[config.mk]
export PLATFORM = sky130hd
export DESIGN_NAME = seq_gen_prog
export DESIGN_NICKNAME = d
export VERILOG_FILES = /design/src/rtl/seq_gen_prog.sv
export SDC_FILE = /design/constraint.sdc
export NUM_CORES = 1
export LEC_CHECK = 0
export ABC_AREA = 1
export ABC_CLOCK_PERIOD_IN_PS = 1500
export BUFFER_PORTS_ARGS = -buffer_cell sky130_fd_sc_hd__buf_2
export CORE_ASPECT_RATIO = 1.1
export CORE_MARGIN = 10
export CORE_UTILIZATION = 51
export DETAILED_ROUTE_END_ITERATION = 6
export GPL_TIMING_DRIVEN = 0
export PLACE_DENSITY = 0.74
export SETUP_SLACK_MARGIN = 0.15
export SKIP_LAST_GASP = 1
export SLEW_MARGIN = 20
export SYNTH_ARGS = -nofsm -noshare
export SYNTH_HDL_FRONTEND = slang
export SYNTH_SLANG_ARGS = --single-unit
[constraint.sdc]
create_clock -name clk -period 1.5 [get_ports clk]
set_input_delay 0.15 -clock clk [delete_from_list [all_inputs] [get_ports clk]]
set_output_delay 0.15 -clock clk [all_outputs]
set_load 0.02 [all_outputs]
[src/rtl/seq_gen_prog.sv]
// Programmable sequence generator: steps through a writable code table
// with a one-shot preamble (entries below loop) and a repeating body.
module seq_gen_prog #(
  parameter int WIDTH = 4,
  parameter int DEPTH = 8,
  localparam int AW = $clog2(DEPTH)
) (
  input  logic             clk,
  input  logic             rst,
  input  logic             en,
  input  logic             restart,
  input  logic             wr_en,
  input  logic [AW-1:0]    wr_addr,
  input  logic [WIDTH-1:0] wr_data,
  input  logic             cfg_wr,
  input  logic [AW:0]      cfg_len,
  input  logic [AW-1:0]    cfg_loop,
  output logic [WIDTH-1:0] cq,
  output logic [AW-1:0]    idx,
  output logic             wrap,
  output logic             cfg_err
);

  localparam logic [AW:0] DEPTH_L = (AW+1)'(DEPTH);

  logic [WIDTH-1:0] seq_table [DEPTH];

  logic [AW-1:0] idx_q, idx_d;
  logic [AW:0]   len_q, len_d;
  logic [AW-1:0] loop_q, loop_d;
  logic          wrap_q, wrap_d;
  logic          err_q, err_d;

  logic cfg_ok;
  logic at_last;
  logic wr_ok;

  // A configuration must describe a non-empty sequence that fits the table,
  // with its loop-back point inside the active region.
  assign cfg_ok  = cfg_wr && (cfg_len != '0) && (cfg_len <= DEPTH_L) &&
                   ({1'b0, cfg_loop} < cfg_len);
  assign at_last = ({1'b0, idx_q} == (len_q - 1'b1));
  assign wr_ok   = wr_en && ({1'b0, wr_addr} < DEPTH_L);

  always_comb begin
    idx_d  = idx_q;
    len_d  = len_q;
    loop_d = loop_q;
    wrap_d = 1'b0;
    err_d  = cfg_wr && !cfg_ok;

    if (cfg_ok) begin
      len_d  = cfg_len;
      loop_d = cfg_loop;
      idx_d  = '0;
    end else if (restart) begin
      idx_d = '0;
    end else if (en) begin
      if (at_last) begin
        idx_d  = loop_q;
        wrap_d = 1'b1;
      end else begin
        idx_d = idx_q + 1'b1;
      end
    end
  end

  always_ff @(posedge clk) begin
    if (rst) begin
      idx_q  <= '0;
      len_q  <= DEPTH_L;
      loop_q <= AW'(1);
      wrap_q <= 1'b0;
      err_q  <= 1'b0;
    end else begin
      idx_q  <= idx_d;
      len_q  <= len_d;
      loop_q <= loop_d;
      wrap_q <= wrap_d;
      err_q  <= err_d;
    end
  end

  // Reset loads an identity ramp (truncated to WIDTH) so the block is usable unprogrammed.
  always_ff @(posedge clk) begin
    if (rst) begin
      for (int i = 0; i < DEPTH; i++) begin
        seq_table[i] <= WIDTH'(i);
      end
    end else if (wr_ok) begin
      seq_table[wr_addr] <= wr_data;
    end
  end

  assign cq      = seq_table[idx_q];
  assign idx     = idx_q;
  assign wrap    = wrap_q;
  assign cfg_err = err_q;

endmodule

# After elaboration in Yosys (flattened, before gate mapping)
# Memories as Yosys holds them, arrays and structs flattened. A register that Yosys moved wholly into a read port is not among the register bits.
# Cells that the tools add are included.
# op_classes
n_reduce_logical	9
bitwise_logic	1
n_eq_ne	1
order_cmp	2
n_mux	12
addsub	2
# ops
operator	count
2-to-1 mux 3 bit	4
OR reduction 4 bit	2
2-to-1 mux 1 bit	7
== test 3 x 4 -> 1 bit	1
<= comparator 4 bit (second input constant)	1
logical AND 1 bit	4
less-than comparator 3 x 4 -> 1 bit	1
2-to-1 mux 4 bit	1
nonzero test 4 bit	1
subtractor 4 x 1 -> 4 bit (second input constant)	1
adder 3 x 1 -> 3 bit (second input constant)	1
OR reduction 3 bit	1
logical NOT 1 bit	1
inverter 1 bit	1
# word_totals
inputBits	20
output_inout_bits	9
register_bits	12
wordCells	33
mem_bits_rw	32
mem_count	1
# memory_table
memory	words	width	read_ports	rd_clocked_by_memory_dff	write_ports	line	rtl
seq_table	8	4	1	1	8	26	logic [WIDTH-1:0] seq_table [DEPTH];

# Depth between registers and ports, before layout
# Gate-level depths: netlist of the first run.
# logic_depth
ltp_word	6
ltp_mapped	12
mapped_depth_nobuf	12

# Least setup slack after synthesis of the first run
# OpenSTA, ideal clock, no wires.
# synth_timing
kind	register to register
startpoint	reg len_q[0]
endpoint	reg (tool-made name)
slack_ns	0.052
path_buffers	0
stages_incl_launch_ff	13
period_less_slack_ns	1.448
arrival_ns	1.337
path_cell_list	dfxtp_1 > inv_2 > ha_1 > nand2_1 > inv_1 > nor2_1 > nand2_1 > nor2_2 > nand2_1 > nand2_1 > nand3_1 > nand2_1 > inv_1
# synth_lines
item	line	rtl
start, declared	29	logic [AW:0] len_q, len_d;
start signal, assigned	77	len_q <= len_d;

==> summary.json, run 1 <==
{
  "outcome": "complete, but fails checks",
  "violations": "negative setup slack",
  "cts_inserted_buffers": 5,
  "synthesis.nets": 297,
  "post_route_cells_drive_above_1_share": 0.264,
  "grt_pass1_wl_mm": 8.55,
  "drt_pre_antenna_iters": 4,
  "path_cells": "buf_8 -> clkinv_8 -> buf_6 -> nor2_1 -> o32ai_2 -> nand2_1 -> nand2_1 -> buf_4",
  "critical_path.startpoint_type": "flip-flop",
  "layout_worst_path_cycle_share": 1.10,
  "timing_limited_maximum_frequency_mhz": 604,
  "core.rowCount": 25,
  "setup_repair_after_global_routing_missed_its_margin": "true",
  "synth.yosys.warnings": 0,
  "timing.critical_path.slowest_stage_cell": "sky130_fd_sc_hd__dfxtp_2",
  "synth.yosys.seq_area_share": 0.554,
  "floorplan.initialDensity": 0.528,
  "holdWs_ps": 106,
  "number_of_global_route_vias_before_repair": 1883,
  "globalRoute.totalOverflow": 0,
  "max_cap_viol_count": 0,
  "setup_viol": 4,
  "place_congestion": 0.824,
  "post_route_total_power_uw": 2600,
  "vdd.ir_drop.worst_v": 0.000590,
  "clk_pin_slew_ps": 80,
  "layout_commonest_cell": "sky130_fd_sc_hd__nand2_1",
  "synth.avg_cell_area_um2": 8.34,
  "area_growth_syn_to_layout_pct": 23.1,
  "nNetsFinal": 337,
  "chipHeight_um": 90.1,
  "layout.cells.most_common_list": "sky130_fd_sc_hd__nand2_1, sky130_fd_sc_hd__nor2_1, sky130_fd_sc_hd__edfxtp_1",
  "dr_wl_met2_mm": 2.36,
  "design.core.area_mm2": 0.00432,
  "design.die.area_mm2": 0.00754,
  "cp.required_ps": 1350,
  "worst_setup_end_kind": "output pin",
  "cts_num_sinks": 47,
  "hold_viol_final": 0,
  "place_hpwl_mm": 3.71,
  "ys_seq_elements": 47,
  "layoutNonFillerInstCount": 368,
  "worst_pin_slew_ps": 524,
  "synthesis.area_mm2": 0.00228,
  "yosys.cell_types.count": 24,
  "antenna-diode-count": 0,
  "grt_usage": 0.136,
  "htreeDepth": 2,
  "finalWorstPathRequiredPeriod_ps": 1660,
  "worst_ep_arrival_time_ps": 1510,
  "wl_mm": 4.96,
  "critical-path-top-cell-by-count": "sky130_fd_sc_hd__nand2_1",
  "post_drt_via_cell_ratio": 4.96,
  "die_w_um": 83.7,
  "min_path_type": "in2reg",
  "timing.critical_path.fanout_max": 8,
  "n_fill_cell": 345,
  "power_per_cell_area_mw_per_mm2": 928,
  "met3_routed_wirelength_um": 270,
  "master_cell_of_the_clock_root_buffer": "sky130_fd_sc_hd__clkbuf_8",
  "average_wire_per_standard_cell_um": 13.5,
  "detailroute.via_count": 1825,
  "grt_antenna_before_repair": 0,
  "drc": 0,
  "max_slew_margin_vs_limit": 0.650,
  "postRouteAntennaNets": 0,
  "top_signal_layer_used": "met4",
  "worst-setup-path-type": "reg2out",
  "portBuffers": 27,
  "met1Wirelength_mm": 2.27,
  "tritoncts_clock_tree": "built",
  "syn_inst": 273,
  "layout_setup_ws_ps": -157,
  "worst_path_largest_cell_delay_ps": 330,
  "skew_ps": 1.36,
  "place_inst": 354,
  "insertion_delay_ps": 300,
  "first_iter_violations": 144,
  "cts.path.max_buffers": 2,
  "totalNegativeSetupSlack_ps": -503,
  "report.final.slew_viol_count": 0,
  "grt_max_degree": 15,
  "leakage_uw": 0.00120,
  "ios": 29
}
power by group:
group	switching [uW]	internal, uW	total [uW]
Sequential	37.3	1450	1490
Clock	407	319	726
Combinational	224	162	386
routing by layer:
metal / up-vias / GRT usage
met5: - / 0
met1: 822 / 0.155
met2: 46 / 0.232
li1: 952 / -
met3: 5 / 0.0415
met4: 0 / 0.0531
worst paths after layout:
check,from,to,slack [ps],depth (start not counted)
min reg2reg,loop_q[1]$_SDFFE_PP0P_,loop_q[1]$_SDFFE_PP0P_,480,2
max,flip-flop,cq[2],-160,8
min,cfg_wr,cfg_err$_SDFF_PP0_,110,3
max reg2reg,len_q[0]$_SDFFE_PP0P_,flip-flop,60,11
critical path, delay by kind of cell, from the launching register on:
| kind | cells | cell delay (ps) |
|---|---|---|
| flops | 1 | 330 |
| simple gates | 3 | 210 |
| buf+inv | 4 | 440 |
| compound gates | 1 | 230 |
registers in the layout, summed over array words and instances, names as in the netlist, named ones only:
name       flops
idx            3
cfg_err        1
seq_table     32
loop_q         3
len_q          4
wrap           1
cell type report:
cell class                      count  area, um^2  area share
Tap cell                           54        67.6      0.0241
Timing Repair Buffer               33         239      0.0852
Inverter                           35         144      0.0513
Multi-Input combinational cell    185         943       0.336
Sequential cell                    47        1270       0.452
Clock inverter                      3        15.0     0.00535
Clock buffer                        5        68.8      0.0245
Buffer                              6        57.6      0.0205
metrics by stage:
stage               utilization  setup WS [ps]  instance area [um^2]
floorplan                     -            150                  2290
global placement          0.578          -4.23                  2490
detailed placement        0.578          -4.88                  2490
CTS                       0.626           -167                  2700
global route              0.650           -232                  2800
finish                    0.650           -157                  2800
cell usage after synthesis (all sizes together):
master,instances,area share
a21oi,5,0.011
buf,4,0.013
clkbuf,2,0.0038
dfxtp,15,0.13
edfxtp,32,0.42
ha,4,0.022
inv,35,0.058
nand2,72,0.12
nand3,11,0.029
nor2,72,0.13
nor3,3,0.0088
o211ai,1,0.0033
o21ai,8,0.018
o32ai,8,0.031
xnor2,1,0.0038
timing repair:
item / 4_1_cts / 5_1_grt
endpoints found under the setup margin: 10 / 11
hold buffers: 0 / 0
cloned: 1 / 1
resized for setup: 25 / 25
pin swaps: 9 / 12
setup buffers: 4 / 0
logic make-up after synthesis:
| group | synth area share |
|---|---|
| XOR/XNOR | 0.00385 |
| adder cells (fa/ha/maj) | 0.0220 |
| AO/OA/AOI/OAI | 0.0626 |
| flip-flops | 0.554 |
| buffers and inverters | 0.0742 |
| AND/OR/NAND/NOR | 0.284 |
No activity file was read; power rests on OpenSTA's default activity.
==> run 2: changes to the inputs <==
- MAX_ROUTING_LAYER: not set -> met4
==> run 2 against run 1 <==
  * The run still ends with negative setup slack left
  * Setup slack better by 6.5 ps
  * Die area unchanged
  * Hold slack worse by 3.0 ps
  * Critical path depth down 1
  * Fmax up 0.39%
  * Cell area unchanged
  * Sequential power about the same
  * Global-route usage up 0.43 points
  * Critical endpoint unchanged
  * Largest power group unchanged
==> summary.json, run 2 (synthesis results as in run 1) <==
{
  "outcome": "complete, but fails checks",
  "cts_inserted_buffers": {"value": 5, "change": "unchanged"},
  "htreeDepth": {"value": 2, "change": "unchanged"},
  "grt_max_degree": {"value": 15, "change": "unchanged"},
  "antenna-diode-count": {"value": 0, "change": "unchanged"},
  "grt_pass1_wl": {"value": 8.57, "unit": "mm", "change": "+0.23%"},
  "skew": {"value": 1.64, "unit": "ps", "change": "+0.283 ps"},
  "area_growth_syn_to_layout": {"value": 23.1, "unit": "%", "change": "unchanged"},
  "cts.path.max_buffers": {"value": 2, "change": "unchanged"},
  "insertion_delay": {"value": 300, "unit": "ps", "change": "about the same"},
  "master_cell_of_the_clock_root_buffer": "sky130_fd_sc_hd__clkbuf_8",
  "setup_viol": {"value": 4, "change": "unchanged"},
  "post-place-ws": {"value": -4.88, "unit": "ps", "change": "unchanged"},
  "internal": {"value": 1930, "unit": "uW", "change": "about the same"},
  "leakage": {"value": 0.00120, "unit": "uW", "change": "unchanged"},
  "min_path_type": "in2reg",
  "design.die.area": {"value": 0.00754, "unit": "mm^2", "change": "unchanged"},
  "average_wire_per_standard_cell": {"value": 13.4, "unit": "um", "change": "-0.60%"},
  "post_route_cells_drive_above_1_share": {"value": 0.264, "change": "unchanged"},
  "number_of_global_route_vias_before_repair": {"value": 1882, "change": "-0.053%"},
  "n_fill_cell": {"value": 345, "change": "unchanged"},
  "drt_pre_antenna_iters": {"value": 4, "change": "unchanged"},
  "final_core_utilization": {"value": 0.650, "change": "unchanged"},
  "pwr-share-comb": {"value": 0.148, "change": "about the same"},
  "layoutNonFillerInstCount": {"value": 368, "change": "unchanged"},
  "cp.required": {"value": 1350, "unit": "ps", "change": "about the same"},
  "globalRoute.totalOverflow": {"value": 0, "change": "unchanged"},
  "power_per_cell_area": {"value": 930, "unit": "mW/mm^2", "change": "+0.15%"},
  "top_register": "seq_table",
  "grt_usage": {"value": 0.141, "change": "+0.00428"},
  "place_inst": {"value": 354, "change": "unchanged"},
  "cts.hold.buffers_added": {"value": 0, "change": "unchanged"},
  "worst_setup_end_kind": "output pin",
  "wl": {"value": 4.93, "unit": "mm", "change": "-0.60%"},
  "vdd.ir_drop.worst": {"value": 0.000591, "unit": "V", "change": "about the same"},
  "cts_num_sinks": {"value": 47, "change": "unchanged"},
  "chipHeight": {"value": 90.1, "unit": "um", "change": "unchanged"},
  "setup_repair_after_global_routing_missed_its_margin": "true",
  "violations": "negative setup slack",
  "nNetsFinal": {"value": 337, "change": "unchanged"},
  "biggestRegsByFlops": "seq_table x32, len_q x4",
  "holdWs": {"value": 103, "unit": "ps", "change": "-3.04 ps"},
  "drc": {"value": 0, "change": "unchanged"},
  "worst_pin_slew": {"value": 527, "unit": "ps", "change": "+2.96 ps"},
  "ios": {"value": 29, "change": "unchanged"},
  "core.rowCount": {"value": 25, "change": "unchanged"},
  "critical_path.startpoint_type": "flip-flop",
  "placed_standard_cell_area": {"value": 0.00249, "unit": "mm^2", "change": "unchanged"},
  "die_w": {"value": 83.7, "unit": "um", "change": "unchanged"},
  "post_drt_via_cell_ratio": {"value": 4.99, "change": "+0.66%"},
  "postRouteAntennaNets": {"value": 0, "change": "unchanged"},
  "worst-setup-path-type": "reg2out",
  "grt_antenna_before_repair": {"value": 0, "change": "unchanged"},
  "design.core.area": {"value": 0.00432, "unit": "mm^2", "change": "unchanged"},
  "portBuffers": {"value": 27, "change": "unchanged"},
  "layout.cells.most_common_list": "sky130_fd_sc_hd__nand2_1, sky130_fd_sc_hd__nor2_1, sky130_fd_sc_hd__edfxtp_1",
  "detailroute.via_count": {"value": 1837, "change": "+0.66%"},
  "place_hpwl": {"value": 3.71, "unit": "mm", "change": "unchanged"},
  "floorplan.initialDensity": {"value": 0.528, "change": "unchanged"},
  "worst_ep_arrival_time": {"value": 1500, "unit": "ps", "change": "about the same"},
  "power_switching": {"value": 672, "unit": "uW", "change": "+0.57%"},
  "layout_worst_path_cycle_share": {"value": 1.10, "change": "-0.00434"},
  "hold_viol_final": {"value": 0, "change": "unchanged"},
  "largest_register_ff_count": {"value": 32, "change": "unchanged"},
  "timing.critical_path.fanout_max": {"value": 5, "change": "-3"},
  "p_seq_frac": {"value": 0.572, "change": "about the same"},
  "tritoncts_clock_tree": "built",
  "clk_pin_slew": {"value": 80, "unit": "ps", "change": "about the same"},
  "max_cap_viol_count": {"value": 0, "change": "unchanged"},
  "place_congestion": {"value": 0.837, "change": "+1.5%"},
  "report.final.slew_viol_count": {"value": 0, "change": "unchanged"},
  "timing_limited_maximum_frequency": {"value": 606, "unit": "MHz", "change": "+0.39%"},
  "final_area": {"value": 0.00280, "unit": "mm^2", "change": "unchanged"},
  "clockPowerShare": {"value": 0.280, "change": "about the same"},
  "finalWorstPathRequiredPeriod": {"value": 1650, "unit": "ps", "change": "-6.51 ps"},
  "max_slew_margin_vs_limit": {"value": 0.649, "change": "-0.00198"},
  "layout_commonest_cell": "sky130_fd_sc_hd__nand2_1",
  "first_iter_violations": {"value": 148, "change": "+2.8%"},
  "layout_setup_ws": {"value": -150, "unit": "ps", "change": "+6.51 ps"},
  "sw_ratio": {"value": 0.258, "change": "+0.00107"}
}
-- run 2: cell counts in the layout (fill, tap and decap cells not counted) --
No cell type changed its count.
-- run 2: final timing paths --
check	from	end	slack, ps	cells past startpoint
hold reg to reg	loop_q[1]$_SDFFE_PP0P_	loop_q[1]$_SDFFE_PP0P_	480	2
setup / recovery	flip-flop	cq[2]	-150	7
hold / removal	cfg_wr	cfg_err$_SDFF_PP0_	100	3
setup reg to reg	len_q[0]$_SDFFE_PP0P_	flip-flop	60	11
-- run 2: metal layers --
layer / global-route usage / vias to the layer above / wire (um)
met5: - / - / 0
met4: 0.0489 / 0 / 69
met3: 0.0397 / 6 / 268
met2: 0.232 / 55 / 2320
met1: 0.159 / 825 / 2270
li1: - / 951 / -
-- run 2: final cells by class --
cell class                 instances  area, um^2  share of cell area
buffer                             6        57.6              0.0205
clock buffer                       5        68.8              0.0245
clock inverter                     3        15.0             0.00535
inverter                          35         144              0.0513
multi-input combinational        185         943               0.336
sequential                        47        1270               0.452
tap                               54        67.6              0.0241
timing repair buffer              33         239              0.0852
-- run 2: power by group through the flow --
stage	logic (uW)	registers (uW)	clock network, uW
after detailed placement	313	1520	0
final	385	1490	730
after global placement	305	1520	0
after global routing	433	1500	800
after floorplan	212	1510	0
after CTS	356	1490	740
-- run 2: what timing repair did --
action	CTS	global route
pin swaps	9	12
setup endpoints to repair	10	11
cloned	1	1
resized for setup	25	25
setup buffers	4	0
-- run 2: through the flow --
stage / total power (uW) / setup TNS (ps)
global route: 2730 / -1190
finish: 2610 / -515
CTS: 2580 / -479
floorplan: 1720 / 0
global placement: 1820 / -8.47
detailed placement: 1830 / -11.2
-- run 2: worst max-delay path, cell delays in order, from the launching register on --
cell	delay [ps]
sky130_fd_sc_hd__dfxtp_2	340
sky130_fd_sc_hd__buf_8	150
sky130_fd_sc_hd__buf_12	110
sky130_fd_sc_hd__nor2_1	40
sky130_fd_sc_hd__o32ai_1	260
sky130_fd_sc_hd__nand2_1	90
sky130_fd_sc_hd__nand2_1	80
sky130_fd_sc_hd__buf_4	130
==> run 3: changes to the inputs <==
- PLACE_DENSITY: 0.74 -> not set
- PLACE_DENSITY_LB_ADDON: not set -> 0.05
==> run 3 against run 2 <==
  * The flow still finishes with violations (negative setup slack)
  * Via count down 0.49%
  * First-iteration DRC count down 45%
  * Sequential share of layout area decreased by 0.89 points
  * Register-to-register slack barely moved
  * Die area unchanged
  * Fmax decreased by 1.3%
  * Sequential power about the same
  * Final cell count grew 1.1%
  * Wire length increased by 3.8%
  * Clock skew rose by 0.95 ps
  * Non-clock buffer count up 4
  * Cell area grew 2.0%
  * Largest cell class unchanged
  * Highest routed layer unchanged
==> summary.json, run 3 (synthesis results as in run 1) <==
{
  "layout_commonest_cell": "sky130_fd_sc_hd__nand2_1",
  "grt_usage": {"value": 0.138, "change": "-0.00262"},
  "largest_register_ff_count": {"value": 32, "change": "unchanged"},
  "insertion_delay": {"value": 290, "unit": "ps", "change": "about the same"},
  "ios": {"value": 29, "change": "unchanged"},
  "postRouteAntennaNets": {"value": 0, "change": "unchanged"},
  "cts.path.max_buffers": {"value": 2, "change": "unchanged"},
  "p_seq_frac": {"value": 0.504, "change": "-0.068"},
  "globalRoute.totalOverflow": {"value": 0, "change": "unchanged"},
  "timing.critical_path.fanout_max": {"value": 7, "change": "+2"},
  "layout_setup_ws": {"value": -172, "unit": "ps", "change": "-21.6 ps"},
  "grt_antenna_before_repair": {"value": 0, "change": "unchanged"},
  "first_iter_violations": {"value": 81, "change": "-45%"},
  "portBuffers": {"value": 27, "change": "unchanged"},
  "leakage": {"value": 0.00123, "unit": "uW", "change": "+2.0%"},
  "post_route_cells_drive_above_1_share": {"value": 0.274, "change": "+0.00925"},
  "cts_inserted_buffers": {"value": 5, "change": "unchanged"},
  "chipHeight": {"value": 90.1, "unit": "um", "change": "unchanged"},
  "met1Wirelength": {"value": 2.21, "unit": "mm", "change": "-2.8%"},
  "multi_input_area": {"value": 960, "unit": "um^2", "change": "+1.7%"},
  "layoutNonFillerInstCount": {"value": 372, "change": "+1.1%"},
  "biggestRegsByFlops": "seq_table x32, len_q x4",
  "hold_viol_final": {"value": 0, "change": "unchanged"},
  "drc": {"value": 0, "change": "unchanged"},
  "post_drt_via_cell_ratio": {"value": 4.91, "change": "-1.6%"},
  "antenna-diode-count": {"value": 0, "change": "unchanged"},
  "layout.cells.most_common_list": "sky130_fd_sc_hd__nand2_1, sky130_fd_sc_hd__nor2_1, sky130_fd_sc_hd__edfxtp_1",
  "detailroute.via_count": {"value": 1828, "change": "-0.49%"},
  "outcome": "complete, but fails checks",
  "grt_pass1_wl": {"value": 8.32, "unit": "mm", "change": "-2.9%"},
  "layout_worst_path_cycle_share": {"value": 1.11, "change": "+0.0144"},
  "htreeDepth": {"value": 2, "change": "unchanged"},
  "vdd.ir_drop.worst": {"value": 0.000644, "unit": "V", "change": "+9.1%"},
  "pwr-share-comb": {"value": 0.132, "change": "-0.016"},
  "setup_repair_after_global_routing_missed_its_margin": "true",
  "dr_wl_met2": {"value": 2.64, "unit": "mm", "change": "+14%"},
  "sw_ratio": {"value": 0.229, "change": "-0.0290"},
  "internal": {"value": 2280, "unit": "uW", "change": "+18%"},
  "max_slew_margin_vs_limit": {"value": 0.647, "change": "-0.00144"},
  "wl": {"value": 5.12, "unit": "mm", "change": "+3.8%"},
  "critical_path.startpoint_type": "flip-flop",
  "place_hpwl": {"value": 3.82, "unit": "mm", "change": "+3.1%"},
  "place_congestion": {"value": 0.829, "change": "-0.93%"},
  "post_route_total_power": {"value": 2960, "unit": "uW", "change": "+14%"},
  "power_switching": {"value": 677, "unit": "uW", "change": "+0.77%"},
  "worst_setup_end_kind": "output pin",
  "master_cell_of_the_clock_root_buffer": "sky130_fd_sc_hd__clkbuf_8",
  "number_of_global_route_vias_before_repair": {"value": 1818, "change": "-3.4%"},
  "cts_num_sinks": {"value": 47, "change": "unchanged"},
  "nNetsFinal": {"value": 341, "change": "+1.2%"},
  "top_register": "seq_table",
  "power_per_cell_area": {"value": 1030, "unit": "mW/mm^2", "change": "+11%"},
  "grt_max_degree": {"value": 15, "change": "unchanged"},
  "met3_routed_wirelength": {"value": 156, "unit": "um", "change": "-42%"},
  "worst_pin_slew": {"value": 529, "unit": "ps", "change": "+2.16 ps"},
  "regArea": {"value": 0.00127, "unit": "mm^2", "change": "unchanged"},
  "clk_pin_slew": {"value": 80, "unit": "ps", "change": "about the same"},
  "worst_ep_arrival_time": {"value": 1520, "unit": "ps", "change": "+20 ps"},
  "timing_limited_maximum_frequency": {"value": 598, "unit": "MHz", "change": "-1.3%"},
  "report.final.slew_viol_count": {"value": 0, "change": "unchanged"},
  "worst-setup-path-type": "reg2out",
  "area_growth_syn_to_layout_pct": 25.6,
  "tritoncts_clock_tree": "built",
  "die_w": {"value": 83.7, "unit": "um", "change": "unchanged"},
  "design.die.area": {"value": 0.00754, "unit": "mm^2", "change": "unchanged"},
  "skew": {"value": 2.59, "unit": "ps", "change": "+0.947 ps"},
  "cp.required": {"value": 1350, "unit": "ps", "change": "about the same"},
  "n_fill_cell": {"value": 377, "change": "+9.3%"},
  "finalWorstPathRequiredPeriod": {"value": 1670, "unit": "ps", "change": "+21.6 ps"},
  "violations": "negative setup slack",
  "max_cap_viol_count": {"value": 0, "change": "unchanged"},
  "design.core.area": {"value": 0.00432, "unit": "mm^2", "change": "unchanged"},
  "core.rowCount": {"value": 25, "change": "unchanged"},
  "place_inst": {"value": 354, "change": "unchanged"},
  "clockPowerShare": {"value": 0.364, "change": "+0.084"},
  "drt_pre_antenna_iters": {"value": 4, "change": "unchanged"},
  "average_wire_per_standard_cell": {"value": 13.8, "unit": "um", "change": "+2.6%"},
  "floorplan.initialDensity": {"value": 0.528, "change": "unchanged"},
  "setup_viol": {"value": 4, "change": "unchanged"},
  "top_signal_layer_used": "met4",
  "min_path_type": "in2reg"
}
-- run 3: cell types whose count changed in the layout (fill, tap and decap cells not counted), sizes merged --
cell	before	now
buf	36	41
bufinv	0	2
clkinv	4	0
inv	34	35
-- run 3: worst paths after layout --
path                               start                     end  slack, ps  cells past startpoint
setup / recovery               flip-flop                   cq[2]       -170                      8
setup reg to reg   len_q[1]$_SDFFE_PP0P_     idx[2]$_SDFFE_PP0P_         60                     11
hold reg to reg   loop_q[1]$_SDFFE_PP0P_  loop_q[1]$_SDFFE_PP0P_        490                      2
hold / removal                    cfg_wr      cfg_err$_SDFF_PP0_        110                      3
-- run 3: what timing repair did --
item,in CTS,in global routing
cloned,0,0
hold buffers,0,0
pin swaps,3,15
gates resized for setup,18,32
setup buffers,9,1
hold endpoints to repair,0,0
setup endpoints to repair,10,11
-- run 3: critical path, cell delays in order (launching register included) --
cell,delay (ps)
sky130_fd_sc_hd__dfxtp_2,320
sky130_fd_sc_hd__buf_6,130
sky130_fd_sc_hd__inv_8,60
sky130_fd_sc_hd__buf_8,110
sky130_fd_sc_hd__nor2_2,40
sky130_fd_sc_hd__o32ai_2,280
sky130_fd_sc_hd__nand2_1,80
sky130_fd_sc_hd__nand2_1,80
sky130_fd_sc_hd__buf_6,120
-- run 3: power groups by stage --
stage	sequential [uW]	combinational (uW)	clock, uW
after floorplan	1510	212	0
after global placement	1520	312	0
after detailed placement	1520	316	0
after CTS	1490	355	1090
after global routing	1500	436	1150
final	1490	391	1080
-- run 3: layer usage --
| metal | up-vias | track usage |
|---|---|---|
| li1 | 961 | - |
| met1 | 815 | 0.145 |
| met2 | 40 | 0.246 |
| met3 | 12 | 0.0334 |
| met4 | 0 | 0.0461 |
| met5 | - | - |
-- run 3: layout make-up --
class	instances	area share
buffer	6	0.0188
clock buffer	6	0.0254
clock inverter	2	0.0210
inverter	35	0.0486
multi-input combinational	185	0.336
sequential	47	0.444
tap	54	0.0236
timing repair buffer	37	0.0836
-- run 3: through the flow --
stage          cell area (um^2)  hold slack (ps)  setup slack (ps)  TNS (ps)   util
5_1_grt                    2860              115              -252     -1090  0.663
3_3_place_gp               2490              413             -44.3     -51.9  0.578
4_1_cts                    2750             99.7              -181      -670  0.637
3_5_place_dp               2490              419             -33.8     -52.7  0.578
2_1_floorplan              2290              292               150         0      -
6_report                   2860              110              -172      -518  0.663
